## src/rtl/store_write_buffer.sv

```systemverilog
// Committed-store write buffer between the store queue and the D-cache.
// Holds retired stores in order, merges same-block stores, forwards to loads.
module store_write_buffer #(
    parameter int ENTRY_NUM   = 4,
    parameter int ADDR_WIDTH  = 30,
    parameter int BLOCK_WIDTH = 32,
    parameter int BYTE_NUM    = 4
) (
    input  logic                   clk,
    input  logic                   rst_n,
    input  logic                   enq_valid,
    output logic                   enq_ready,
    input  logic [ADDR_WIDTH-1:0]  enq_addr,
    input  logic [BYTE_NUM-1:0]    enq_byte_we,
    input  logic [BLOCK_WIDTH-1:0] enq_data,
    output logic                   dc_req_valid,
    output logic [ADDR_WIDTH-1:0]  dc_req_addr,
    output logic [BYTE_NUM-1:0]    dc_req_byte_we,
    output logic [BLOCK_WIDTH-1:0] dc_req_data,
    input  logic                   dc_ack,
    input  logic [ADDR_WIDTH-1:0]  ld_addr,
    input  logic [BYTE_NUM-1:0]    ld_byte_re,
    output logic                   ld_fwd_hit,
    output logic [BLOCK_WIDTH-1:0] ld_fwd_data,
    output logic                   ld_fwd_conflict,
    output logic                   empty
);

    localparam int PTR_W = $clog2(ENTRY_NUM);
    localparam int CNT_W = $clog2(ENTRY_NUM + 1);
    localparam logic [CNT_W-1:0] FULL_CNT = CNT_W'(ENTRY_NUM);
    localparam logic [CNT_W-1:0] TWO_CNT  = CNT_W'(2);

    logic                   r_valid [ENTRY_NUM];
    logic [ADDR_WIDTH-1:0]  r_addr  [ENTRY_NUM];
    logic [BYTE_NUM-1:0]    r_be    [ENTRY_NUM];
    logic [BLOCK_WIDTH-1:0] r_data  [ENTRY_NUM];
    logic [PTR_W-1:0]       r_head;
    logic [PTR_W-1:0]       r_tail;
    logic [CNT_W-1:0]       r_count;

    logic [PTR_W-1:0] w_young;
    logic             w_nonempty;
    logic             w_merge_ok;
    logic             w_fire;
    logic             w_merge;
    logic             w_alloc;
    logic             w_deq;
    logic             w_match;
    logic [PTR_W-1:0] w_sel;
    logic [PTR_W-1:0] w_idx;
    logic             w_cover;

    assign w_young    = r_tail - 1'b1;
    assign w_nonempty = (r_count != '0);

    // Merge only into the youngest entry, and only when it is not the head,
    // so the entry being presented to the D-cache never changes under it.
    assign w_merge_ok = (r_count >= TWO_CNT) && (w_young != r_head) &&
                        r_valid[w_young] && (enq_addr == r_addr[w_young]);

    assign enq_ready = (r_count < FULL_CNT) || w_merge_ok;
    assign w_fire    = enq_valid && enq_ready;
    assign w_merge   = w_fire && w_merge_ok;
    assign w_alloc   = w_fire && !w_merge_ok;
    assign w_deq     = dc_ack && w_nonempty;

    assign empty          = !w_nonempty;
    assign dc_req_valid   = w_nonempty;
    assign dc_req_addr    = w_nonempty ? r_addr[r_head] : '0;
    assign dc_req_byte_we = w_nonempty ? r_be[r_head]   : '0;
    assign dc_req_data    = w_nonempty ? r_data[r_head] : '0;

    // Entry array: retire head on ack, allocate at tail, merge into youngest.
    always_ff @(posedge clk or negedge rst_n) begin
        if (!rst_n) begin
            for (int i = 0; i < ENTRY_NUM; i++) begin
                r_valid[i] <= 1'b0;
                r_addr[i]  <= '0;
                r_be[i]    <= '0;
                r_data[i]  <= '0;
            end
        end else begin
            if (w_deq) begin
                r_valid[r_head] <= 1'b0;
            end
            if (w_alloc) begin
                r_valid[r_tail] <= 1'b1;
                r_addr[r_tail]  <= enq_addr;
                r_be[r_tail]    <= enq_byte_we;
                r_data[r_tail]  <= enq_data;
            end
            if (w_merge) begin
                r_be[w_young] <= r_be[w_young] | enq_byte_we;
                for (int b = 0; b < BYTE_NUM; b++) begin
                    if (enq_byte_we[b]) begin
                        r_data[w_young][8*b +: 8] <= enq_data[8*b +: 8];
                    end
                end
            end
        end
    end

    // Pointers wrap naturally; occupancy is tracked by the counter alone.
    always_ff @(posedge clk or negedge rst_n) begin
        if (!rst_n) begin
            r_head  <= '0;
            r_tail  <= '0;
            r_count <= '0;
        end else begin
            if (w_alloc) begin
                r_tail <= r_tail + 1'b1;
            end
            if (w_deq) begin
                r_head <= r_head + 1'b1;
            end
            case ({w_alloc, w_deq})
                2'b10:   r_count <= r_count + 1'b1;
                2'b01:   r_count <= r_count - 1'b1;
                default: r_count <= r_count;
            endcase
        end
    end

    // Walk from oldest to youngest so the last match found is the youngest.
    always_comb begin
        w_match = 1'b0;
        w_sel   = '0;
        w_idx   = '0;
        for (int k = 0; k < ENTRY_NUM; k++) begin
            w_idx = r_head + PTR_W'(k);
            if (r_valid[w_idx] && (r_addr[w_idx] == ld_addr)) begin
                w_match = 1'b1;
                w_sel   = w_idx;
            end
        end
    end

    assign w_cover = ((ld_byte_re & ~r_be[w_sel]) == '0);

    assign ld_fwd_hit      = w_match && (ld_byte_re != '0) && w_cover;
    assign ld_fwd_conflict = w_match && (ld_byte_re != '0) && !w_cover;
    assign ld_fwd_data     = ld_fwd_hit ? r_data[w_sel] : '0;

endmodule

```

## config.mk

```make
export PLATFORM = sky130hd
export DESIGN_NAME = store_write_buffer
export DESIGN_NICKNAME = d
export VERILOG_FILES = /design/src/rtl/store_write_buffer.sv
export SDC_FILE = /design/constraint.sdc
export NUM_CORES = 1
export LEC_CHECK = 0
export ABC_CLOCK_PERIOD_IN_PS = 9900
export BUFFER_PORTS_ARGS = -buffer_cell sky130_fd_sc_hd__buf_2
export CAP_MARGIN = 20
export CORE_AREA = 2 2 207 209
export CTS_BUF_LIST = sky130_fd_sc_hd__clkbuf_16
export DETAILED_ROUTE_END_ITERATION = 8
export DIE_AREA = 0 0 209 211
export PLACE_DENSITY = 0.75
export SYNTH_ARGS = -nofsm -noshare
export SYNTH_HDL_FRONTEND = slang
export SYNTH_SLANG_ARGS = --single-unit
```

## constraint.sdc

```tcl
create_clock -name clk -period 9.9 [get_ports clk]
set_input_delay 0.99 -clock clk [delete_from_list [all_inputs] [get_ports clk]]
set_output_delay 0.99 -clock clk [all_outputs]
set_load 0.01 [all_outputs]
```

Word-level counts from Yosys, hierarchy flattened:

Cells that the tools add are included.

* input port bits: 104
* ROM bits: 0
* bits in latches: 0
* flip-flop bits (word level): 275
* RAM bits: 0
* memories: 0
* output and inout bits: 103

* div/mod/pow operators: 0
* equality and inequality tests: 8
* $mul: 0
* bitwise operators: 13
* $add $sub $neg: 7
* magnitude comparators: 12
* shift operators: 0
* reduce and logical (&&, ||, !) cells: 25
* mux-type cells: 99

Operator list (count)
* 128-bit 2-to-1 mux: 9
* 128-bit bitwise mux: 5
* 30-bit 2-to-1 mux: 12
* 32-bit demux with 2-bit select: 5
* 30-bit binary-select mux with 2-bit select: 5
* 32-bit 2-to-1 mux: 8
* 30-bit == test: 5
* 32-bit binary-select mux with 2-bit select: 2
* 120-bit bitwise mux: 1
* 30-bit demux with 2-bit select: 1
* 16-bit 2-to-1 mux: 3
* 4-bit 2-to-1 mux: 11
* 16-bit bitwise mux: 2
* 4-bit binary-select mux with 2-bit select: 3
* 24-bit 2-to-1 mux: 1
* 3-bit greater-or-equal comparator (second input constant): 7
* 2-bit inverter with 3-bit output: 7
* 1-bit logical AND: 17
* 4-bit demux with 2-bit select: 2
* 1-bit 2-to-1 mux: 16
* 1-bit binary-select mux with 2-bit select: 5
* 3-bit by 1-bit less-than comparator with 1-bit output (second input constant): 3
* 4-bit bitwise AND: 2
* 2-bit 2-to-1 mux: 4
* other kinds (21): 28

Logic depth before layout (Yosys ltp):

Gate-level depths: netlist of the first run.

* word-level depth: 23
* mapped depth: 28
* depth with buffers taken out: 16

Worst setup path before layout of the first run:

No wires, ideal clock.

* path kind: reg2out
* start: reg r_head[0]
* end: out ld_fwd_data[10]
* data arrival time: 5.750 ns
* stages on the path, launching flop included: 26
* buffers on the path: 12
* required time: 8.910 ns
* slack: 3.160 ns
* cell sequence: dfrtp_1 -> buf_6 -> buf_8 -> buf_6 -> inv_2 -> buf_2 -> buf_4 -> clkbuf_1 -> buf_1 -> ha_1 -> buf_6 -> buf_6 -> buf_6 -> mux4_2 -> a2111oi_0 -> and4_1 -> nand4_1 -> or4b_1 -> o41a_1 -> o221a_1 -> buf_6 -> mux2_1 -> o2111a_2 -> nand3_4 -> buf_6 -> a2111oi_2

* elaborated cells between the ends (all ways): 60

RTL lines
* from (decl): RTL line 38 `logic [PTR_W-1:0] r_head;`
* from (signal assigned): RTL line 115 `r_head <= r_head + 1'b1;`
* 2-bit adder *: RTL line 131 `w_idx = r_head + PTR_W'(k);`
* via w_idx[0]: RTL line 51 `logic [PTR_W-1:0] w_idx;`
* 2-bit inverter with 3-bit output (implied by the code): RTL line 132 `if (r_valid[w_idx] && (r_addr[w_idx] == ld_addr)) begin`
* 30-bit binary-select mux with 2-bit select: RTL line 132
* 30-bit 2-to-1 mux (implied by the code) (2 in series): RTL line 132
* 30-bit == test: RTL line 132
* 1-bit logical AND: RTL line 132
* 2-bit 2-to-1 mux: RTL line 132
* 2-bit inverter with 3-bit output (implied by the code): RTL line 139, 143
* 4-bit binary-select mux with 2-bit select: RTL line 139 `assign w_cover = ((ld_byte_re & ~r_be[w_sel]) == '0);`
* 4-bit 2-to-1 mux (implied by the code) (2 in series): RTL line 139
* 4-bit inverter: RTL line 139
* 4-bit bitwise AND: RTL line 139
* 4-bit logical NOT: RTL line 139
* 1-bit logical AND: RTL line 141 `assign ld_fwd_hit = w_match && (ld_byte_re != '0) && w_cover;`
* 32-bit 2-to-1 mux *: RTL line 143 `assign ld_fwd_data = ld_fwd_hit ? r_data[w_sel] : '0;`
* to (decl): RTL line 24 `output logic [BLOCK_WIDTH-1:0] ld_fwd_data,`

Mark *: on every way through the listed nets, which the timed path passes. The rest lies on a longest branch. The select of a mux whose other input is x is not followed.

Worst setup path after layout of the first run:

* start: reg r_head[0]
* end: out ld_fwd_data[28]

* longest elaborated chain between the ends: 19
* elaborated cells between the ends (all ways): 60

RTL lines (RTL line)
* 2-bit by 1-bit adder with 2-bit output / 2-bit inverter with 3-bit output (equally long branches): 131, 132
* 2-bit inverter with 3-bit output (implied by the code) / 30-bit binary-select mux with 2-bit select (equally long branches): 132
* 30-bit binary-select mux with 2-bit select / 30-bit 2-to-1 mux (equally long branches): 132
* 30-bit 2-to-1 mux (implied by the code): 132
* 30-bit 2-to-1 mux (implied by the code) / 30-bit == test (equally long branches): 132
* 30-bit == test / 1-bit logical AND (equally long branches): 132
* 1-bit logical AND / 2-bit 2-to-1 mux (equally long branches): 132
* 2-bit 2-to-1 mux (3 in series): 132
* 2-bit inverter with 3-bit output (implied by the code): 139, 143
* 4-bit binary-select mux with 2-bit select: 139
* 4-bit 2-to-1 mux (implied by the code) (2 in series): 139
* 4-bit inverter: 139
* 4-bit bitwise AND: 139
* 4-bit logical NOT: 139
* 1-bit logical AND: 141
* 32-bit 2-to-1 mux *: 143

Every way passes the cells marked *; elsewhere a longest branch is shown, timed or not. The select of a mux whose other input is x is not followed.

==> results of run 1 <==
==> cells in the mapped netlist, drive strengths merged, types with 8 or more instances <==
| cell type | count |
|---|---|
| dfrtp | 275 |
| a21oi | 30 |
| ha | 11 |
| o21ai | 25 |
| mux4 | 147 |
| nor3 | 21 |
| xnor2 | 100 |
| a211oi | 55 |
| inv | 22 |
| a2111oi | 32 |
| nand2 | 73 |
| and2 | 87 |
| nand3 | 18 |
| o22ai | 9 |
| a21o | 22 |
| mux2i | 141 |
| nand2b | 8 |
| and3 | 16 |
| clkbuf | 81 |
| mux2 | 266 |
| nand4 | 30 |
| buf | 78 |
| xor2 | 37 |
| nor2 | 33 |
| nor4 | 12 |
| nor2b | 19 |
==> routing by layer <==
layer	wire, um	global-route usage [%]	vias up
met5	114	0	-
met4	2730	11.1	16
li1	-	-	6904
met1	27200	41.3	8410
met2	31400	47.6	932
met3	6360	6.79	185
==> worst max-delay path, delay by kind of cell, from the launching register on <==
| kind | cells | cell delay [ns] |
|---|---|---|
| buf+inv | 4 | 1.87 |
| mux | 1 | 0.61 |
| flops | 1 | 0.88 |
| simple gates | 6 | 2.05 |
| xor+xnor | 1 | 0.18 |
| compound gates | 4 | 1.34 |
==> final timing paths <==
kind / to / depth (start not counted) / from
max: ld_fwd_data[28] / 16 / r_head[0]$_DFFE_PN0P_
min: r_addr[49]$_DFFE_PN0P_ / 1 / rst_n
max reg2reg: r_data[62]$_DFF_PN0_ / 13 / r_head[0]$_DFFE_PN0P_
min reg2reg: r_count[0]$_DFFE_PN0P_ / 1 / r_count[0]$_DFFE_PN0P_
max in group asynchronous: r_addr[117]$_DFFE_PN0P_ / 3 / rst_n
min in group clk: r_count[0]$_DFFE_PN0P_ / 1 / r_count[0]$_DFFE_PN0P_
==> flip-flops by register name, summed over array words and instances (netlist names) <==
name and count:
r_data 128, r_addr 120, r_be 16, r_valid 4, r_count 3, r_head 2
r_tail 2
==> metrics by stage <==
step                setup slack [ns]  hold slack, ns  util (%)
global placement                2.14           0.488      52.4
detailed placement              2.18           0.494      52.4
global route                    1.00           0.377      54.9
finish                          1.26           0.352      54.9
CTS                             1.49           0.351      54.8
floorplan                       3.16           0.461         -
==> where the power goes <==
group	switching [mW]	internal, mW
Clock	0.487	0.671
Sequential	0.798	1.70
Combinational	3.04	2.91
==> cell type report <==
class / instances / area [um2] / share of cell area, %
diodes: 7 / 17.5 / 0.0764
clock buffers: 31 / 776 / 3.38
clock inverters: 24 / 231 / 1.01
inverters: 22 / 82.6 / 0.360
multi-input cells: 1291 / 13000 / 56.8
flip-flops and latches: 275 / 6890 / 30.1
well taps: 539 / 674 / 2.94
repair buffers: 228 / 1220 / 5.32
==> logic make-up after synthesis <==
| family | share of synthesized area (%) |
|---|---|
| adders and majority gates | 0.759 |
| DFF | 33.1 |
| AOI/OAI and AO/OA | 9.41 |
| and+or+nand+nor | 9.39 |
| buffers and inverters | 4.41 |
| muxes | 37.1 |
| xor gates and xnor gates | 5.77 |
==> qor.yml, run 1 <==
status: "finished clean"
synth_area_leaders: "dfrtp_1 (33%), mux4_2 (16%), mux2_2 (14%), mux2i_1 (6.8%), xnor2_1 (4.2%)"
first_pass_iters: 6
cts-root-buf: "clkbuf_16"
core_um2: 41800
setup-violations-final: 0
start_util_pct: 49.8
tightest_slew_ns: 1.03
routedWlPerCell_um: 28.0
placed_area_um2: 21900
die-width_um: 209
clock_sinks: 275
layout.cells.most_common: "dfrtp_1"
p_leak_nw: 9.50
ys.flop_type: "dfrtp_1"
max_freq_ghz: 0.116
io_pins: 207
syn_nets: 1863
finalCritPeriodShare_pct: 87.2
yosys_warnings: 0
p_total_mw: 9.60
period_needed_ns: 8.64
slew-limit-headroom_pct: 31.5
finalHoldViolations: 0
holdBufCountCts: 0
instances_no_fill: 2417
p_per_area_nw_per_um2: 419
postCtsSetupBuffers: 0
path_cells: "buf_4 -> buf_4 -> mux4_2 -> xnor2_1 -> nand2_1 -> nor4b_1 -> nor4b_2 -> nand2_1 -> a21boi_2 -> o22ai_4 -> buf_4 -> nand2_1 -> o2111a_2 -> nand3_4 -> a2111oi_1 -> buf_2"
area_delta_synth_final_pct: 10.3
grt_pass1_wl_um: 103000
grt_pass1_vias: 16100
clkLatencyLatePin_ns: 0.60
path_class: "reg -> out"
synth_seq_area_share_pct: 33.1
maxCapViolations: 0
synth_edf_count: 0
die_area_um2: 44100
cp_max_fo: 50
viasPerCell: 6.80
routed_wl_um: 67800
cts_resized: 0
port_buffers: 206
drc: 0
cts_max_level: 1
r2r_slack_ns: 3.35
synth-seq-cells: 275
maxSlewViolCount: 0
grt_max_degree: 131
dpl.hpwl_um: 48000
peakVddDrop_mv: 0.256
critPathSlowestCell: "dfrtp_4"
synth_top_area_cell: "dfrtp_1"
dieHeight_um: 211
postLayoutCellArea_um2: 22900
hold_path_class: "in -> async"
std_cell_rows: 75
worst_path_largest_cell_delay_ns: 0.88
syn_avg_cell_area_um2: 11.9
grt.total_usage_pct: 30.3
via_count: 16400
ys_types: 77
cp-end-kind: "output pin"
rsz0062_at_grt: "no"
place_inst: 2355
final_nets: 1965
fin_tns_setup_ns: 0
path_clk_slew_ns: 0.06
grt_overflow: 0
clockBufferDepth: 3
syn_inst: 1747
ant_nets: 0
drive_above_1_share_pct: 39.2
finalClockSkew_ns: 0.00989
drtIter0Drc: 1915
cts_tree: "done"
syn_area_um2: 20800
synthArstFlopShare_pct: 100
worst_setup_path_start_kind: "flip-flop"
fillers: 3472
critPathRequiredTime_ns: 8.91
routabilityCongestion: 1.01
synth_top_cell_area_share_pct: 33.1
most-common-layout-cells: "dfrtp_1 (272), mux2_2 (265), buf_2 (205), mux4_2 (147), mux2i_1 (141)"
antenna_found_initial: 14
cp.arrival_ns: 7.65
cts_inserted_buffers: 31
No activity file was read; power rests on OpenSTA's default activity.
==> inputs of run 2 (changes only) <==
Settings changed: CORE_AREA 2 2 207 209 to 2 2 190 192, DIE_AREA 0 0 209 211 to 0 0 192 194, PLACE_DENSITY 0.75 to 0.86.
==> run 2 against run 1 <==
  * Via count increased by 2.6%
  * Critical endpoint unchanged
  * Sequential cell count did not move
  * Clock skew grew 0.0084 ns
  * Maximum frequency increased by 1.3%
  * Cell count shrank 3.4%
  * Cell area decreased by 0.31%
  * Combinational power up 0.8%
  * Register-to-register slack worse by 0.22 ns
  * Hold slack gained 0.10 ns
==> qor.yml, run 2 (synthesis gave the netlist of run 1 again) <==
die_area_um2: 37200  # was 44100 um2
grt.total_usage_pct: 36.9  # was 30.3%
port_buffers: 206  # unchanged
cp_max_fo: 62  # was 50
io_pins: 207  # unchanged
via_count: 16900  # was 16400
regMostFlops: "r_data"  # unchanged
final_nets: 1963  # was 1965
maxSlewViolCount: 0  # unchanged
max_freq_ghz: 0.117  # was 0.116 GHz
post-route-util_pct: 64.9  # was 54.9%
routed_wl_um: 69200  # was 67800 um
grt_pass1_wl_um: 105000  # was 103000 um
setup-violations-final: 0  # unchanged
area_delta_synth_final_pct: 9.95  # was 10.3%
cts_inserted_buffers: 31  # unchanged
tightest_slew_ns: 1.01  # was 1.03 ns
routabilityCongestion: 1.05  # was 1.01
core_um2: 35200  # was 41800 um2
peakVddDrop_mv: 0.258  # was 0.256 mV
start_util_pct: 59.0  # was 49.8%
finalClockSkew_ns: 0.0182  # was 0.00989 ns
clockBufferDepth: 3  # unchanged
holdBufCountCts: 0  # unchanged
finalCritPeriodShare_pct: 86.2  # was 87.2%
cts-root-buf: "clkbuf_16"  # unchanged
startpoint: "r_head[1]$_DFFE_PN0P_"  # was r_head[0]$_DFFE_PN0P_
dpl.hpwl_um: 48200  # was 48000 um
holdWs_ns: 0.454  # was 0.352 ns
r2r_slack_ns: 3.13  # was 3.35 ns
clkLatencyLatePin_ns: 0.60  # about the same
grt_pass1_vias: 16600  # was 16100
reg_top3: "r_data: 128 flops, r_addr: 120 flops, r_be: 16 flops"  # unchanged
timing.rr.end: "r_data[95]$_DFF_PN0_"  # was r_data[62]$_DFF_PN0_
rsz0062_at_grt: "no"  # unchanged
layout.cells.most_common: "dfrtp_1"  # unchanged
worst_setup_path_start_kind: "flip-flop"  # unchanged
viasPerCell: 7.23  # was 6.80
drc: 0  # unchanged
period_needed_ns: 8.53  # was 8.64 ns
drive_above_1_share_pct: 39.4  # was 39.2%
p_per_area_nw_per_um2: 425  # was 419 nW/um2
routedWlPerCell_um: 29.6  # was 28.0 um
grt_max_degree: 148  # was 131
p_total_mw: 9.70  # was 9.60 mW
most-common-layout-cells: "dfrtp_1 (272), mux2_2 (265), buf_2 (205), mux4_2 (147), mux2i_1 (141)"  # unchanged
antenna_found_initial: 7  # was 14
dieHeight_um: 194  # was 211 um
postCtsSetupBuffers: 0  # unchanged
p_leak_nw: 9.50  # about the same
critPathRequiredTime_ns: 8.91  # about the same
hold_path_class: "in -> async"  # unchanged
cts_max_level: 1  # unchanged
cp.arrival_ns: 7.54  # was 7.65 ns
r2r_cells: 15  # was 13
status: "finished clean"  # unchanged
std_cell_rows: 69  # was 75
drtIter0Drc: 1876  # was 1915
die-width_um: 192  # was 209 um
fin_tns_setup_ns: 0  # unchanged
reg2reg_from: "r_tail[0]$_DFFE_PN0N_"  # was r_head[0]$_DFFE_PN0P_
clock_sinks: 275  # unchanged
cts_resized: 0  # unchanged
path_clk_slew_ns: 0.07  # was 0.06 ns
path_class: "reg -> out"  # unchanged
first_pass_iters: 6  # unchanged
cts_tree: "done"  # unchanged
largest_reg_flops: 128  # unchanged
maxCapViolations: 0  # unchanged
grt_overflow: 0  # unchanged
ant_nets: 0  # unchanged
finalHoldViolations: 0  # unchanged
cp-end-kind: "output pin"  # unchanged
slew-limit-headroom_pct: 32.8  # was 31.5%
-- run 2: cell count changes in the layout (fill, tap and decap cells not counted), moves of 2 or more --
cell	delta
buf_4	-5
diode_2	-5
clkinvlp_4	+4
clkinv_2	+3
buf_16	+2
clkinv_1	-2
inv_1	-2
-- run 2: layout make-up --
type / instances / area (um2)
multi-input combinational: 1291 / 13000
fill: 2608 / 12400
sequential: 275 / 6890
timing repair buffer: 226 / 1260
clock buffer: 31 / 776
tap: 461 / 577
clock inverter: 26 / 234
inverter: 22 / 82.6
antenna: 2 / 5.00
-- run 2: worst max-delay path by stage --
stage                                  to  slack, ns  cells after the start
final                     ld_fwd_data[28]       1.37                     16
after global routing      ld_fwd_data[28]       1.16                     16
after CTS                 ld_fwd_data[28]       1.54                     16
after detailed placement  ld_fwd_data[28]       2.26                     16
after global placement    ld_fwd_data[28]       2.13                     16
after floorplan           ld_fwd_data[10]       3.16                     25
-- run 2: metrics by stage --
step	setup WS (ns)	instances	cell area [um2]
3_5_place_dp	2.26	2273	21800
4_1_cts	1.54	2330	22800
6_report	1.37	2334	22800
5_1_grt	1.16	2333	22800
3_3_place_gp	2.13	2273	21800
2_1_floorplan	3.16	1747	20800
-- run 2: critical path, stage by stage, from the launching register on --
cell	delay, ns
dfrtp_4	0.74
inv_1	0.27
ha_4	1.01
buf_12	0.40
mux2i_1	0.29
o32ai_1	0.14
a2111oi_0	0.75
and4_1	0.35
nand4_1	0.15
or4b_1	0.51
o41a_1	0.14
o221a_4	0.31
o2111ai_1	0.21
o2111a_2	0.26
nand3_4	0.46
a2111oi_1	0.61
buf_2	0.21
-- run 2: routing by layer --
layer,vias up,wire length [um],track usage [%]
met2,1112,32600,58.5
li1,6902,-,-
met1,8624,26300,50.1
met3,224,7130,8.47
met5,-,57,0
met4,10,3040,12.7
-- run 2: power by group --
part	leakage [nW]	switching, mW	internal [mW]	total, mW
combinational	5.69	3.09	2.91	6.00
sequential	3.31	0.842	1.70	2.54
clock	0.501	0.506	0.653	1.16
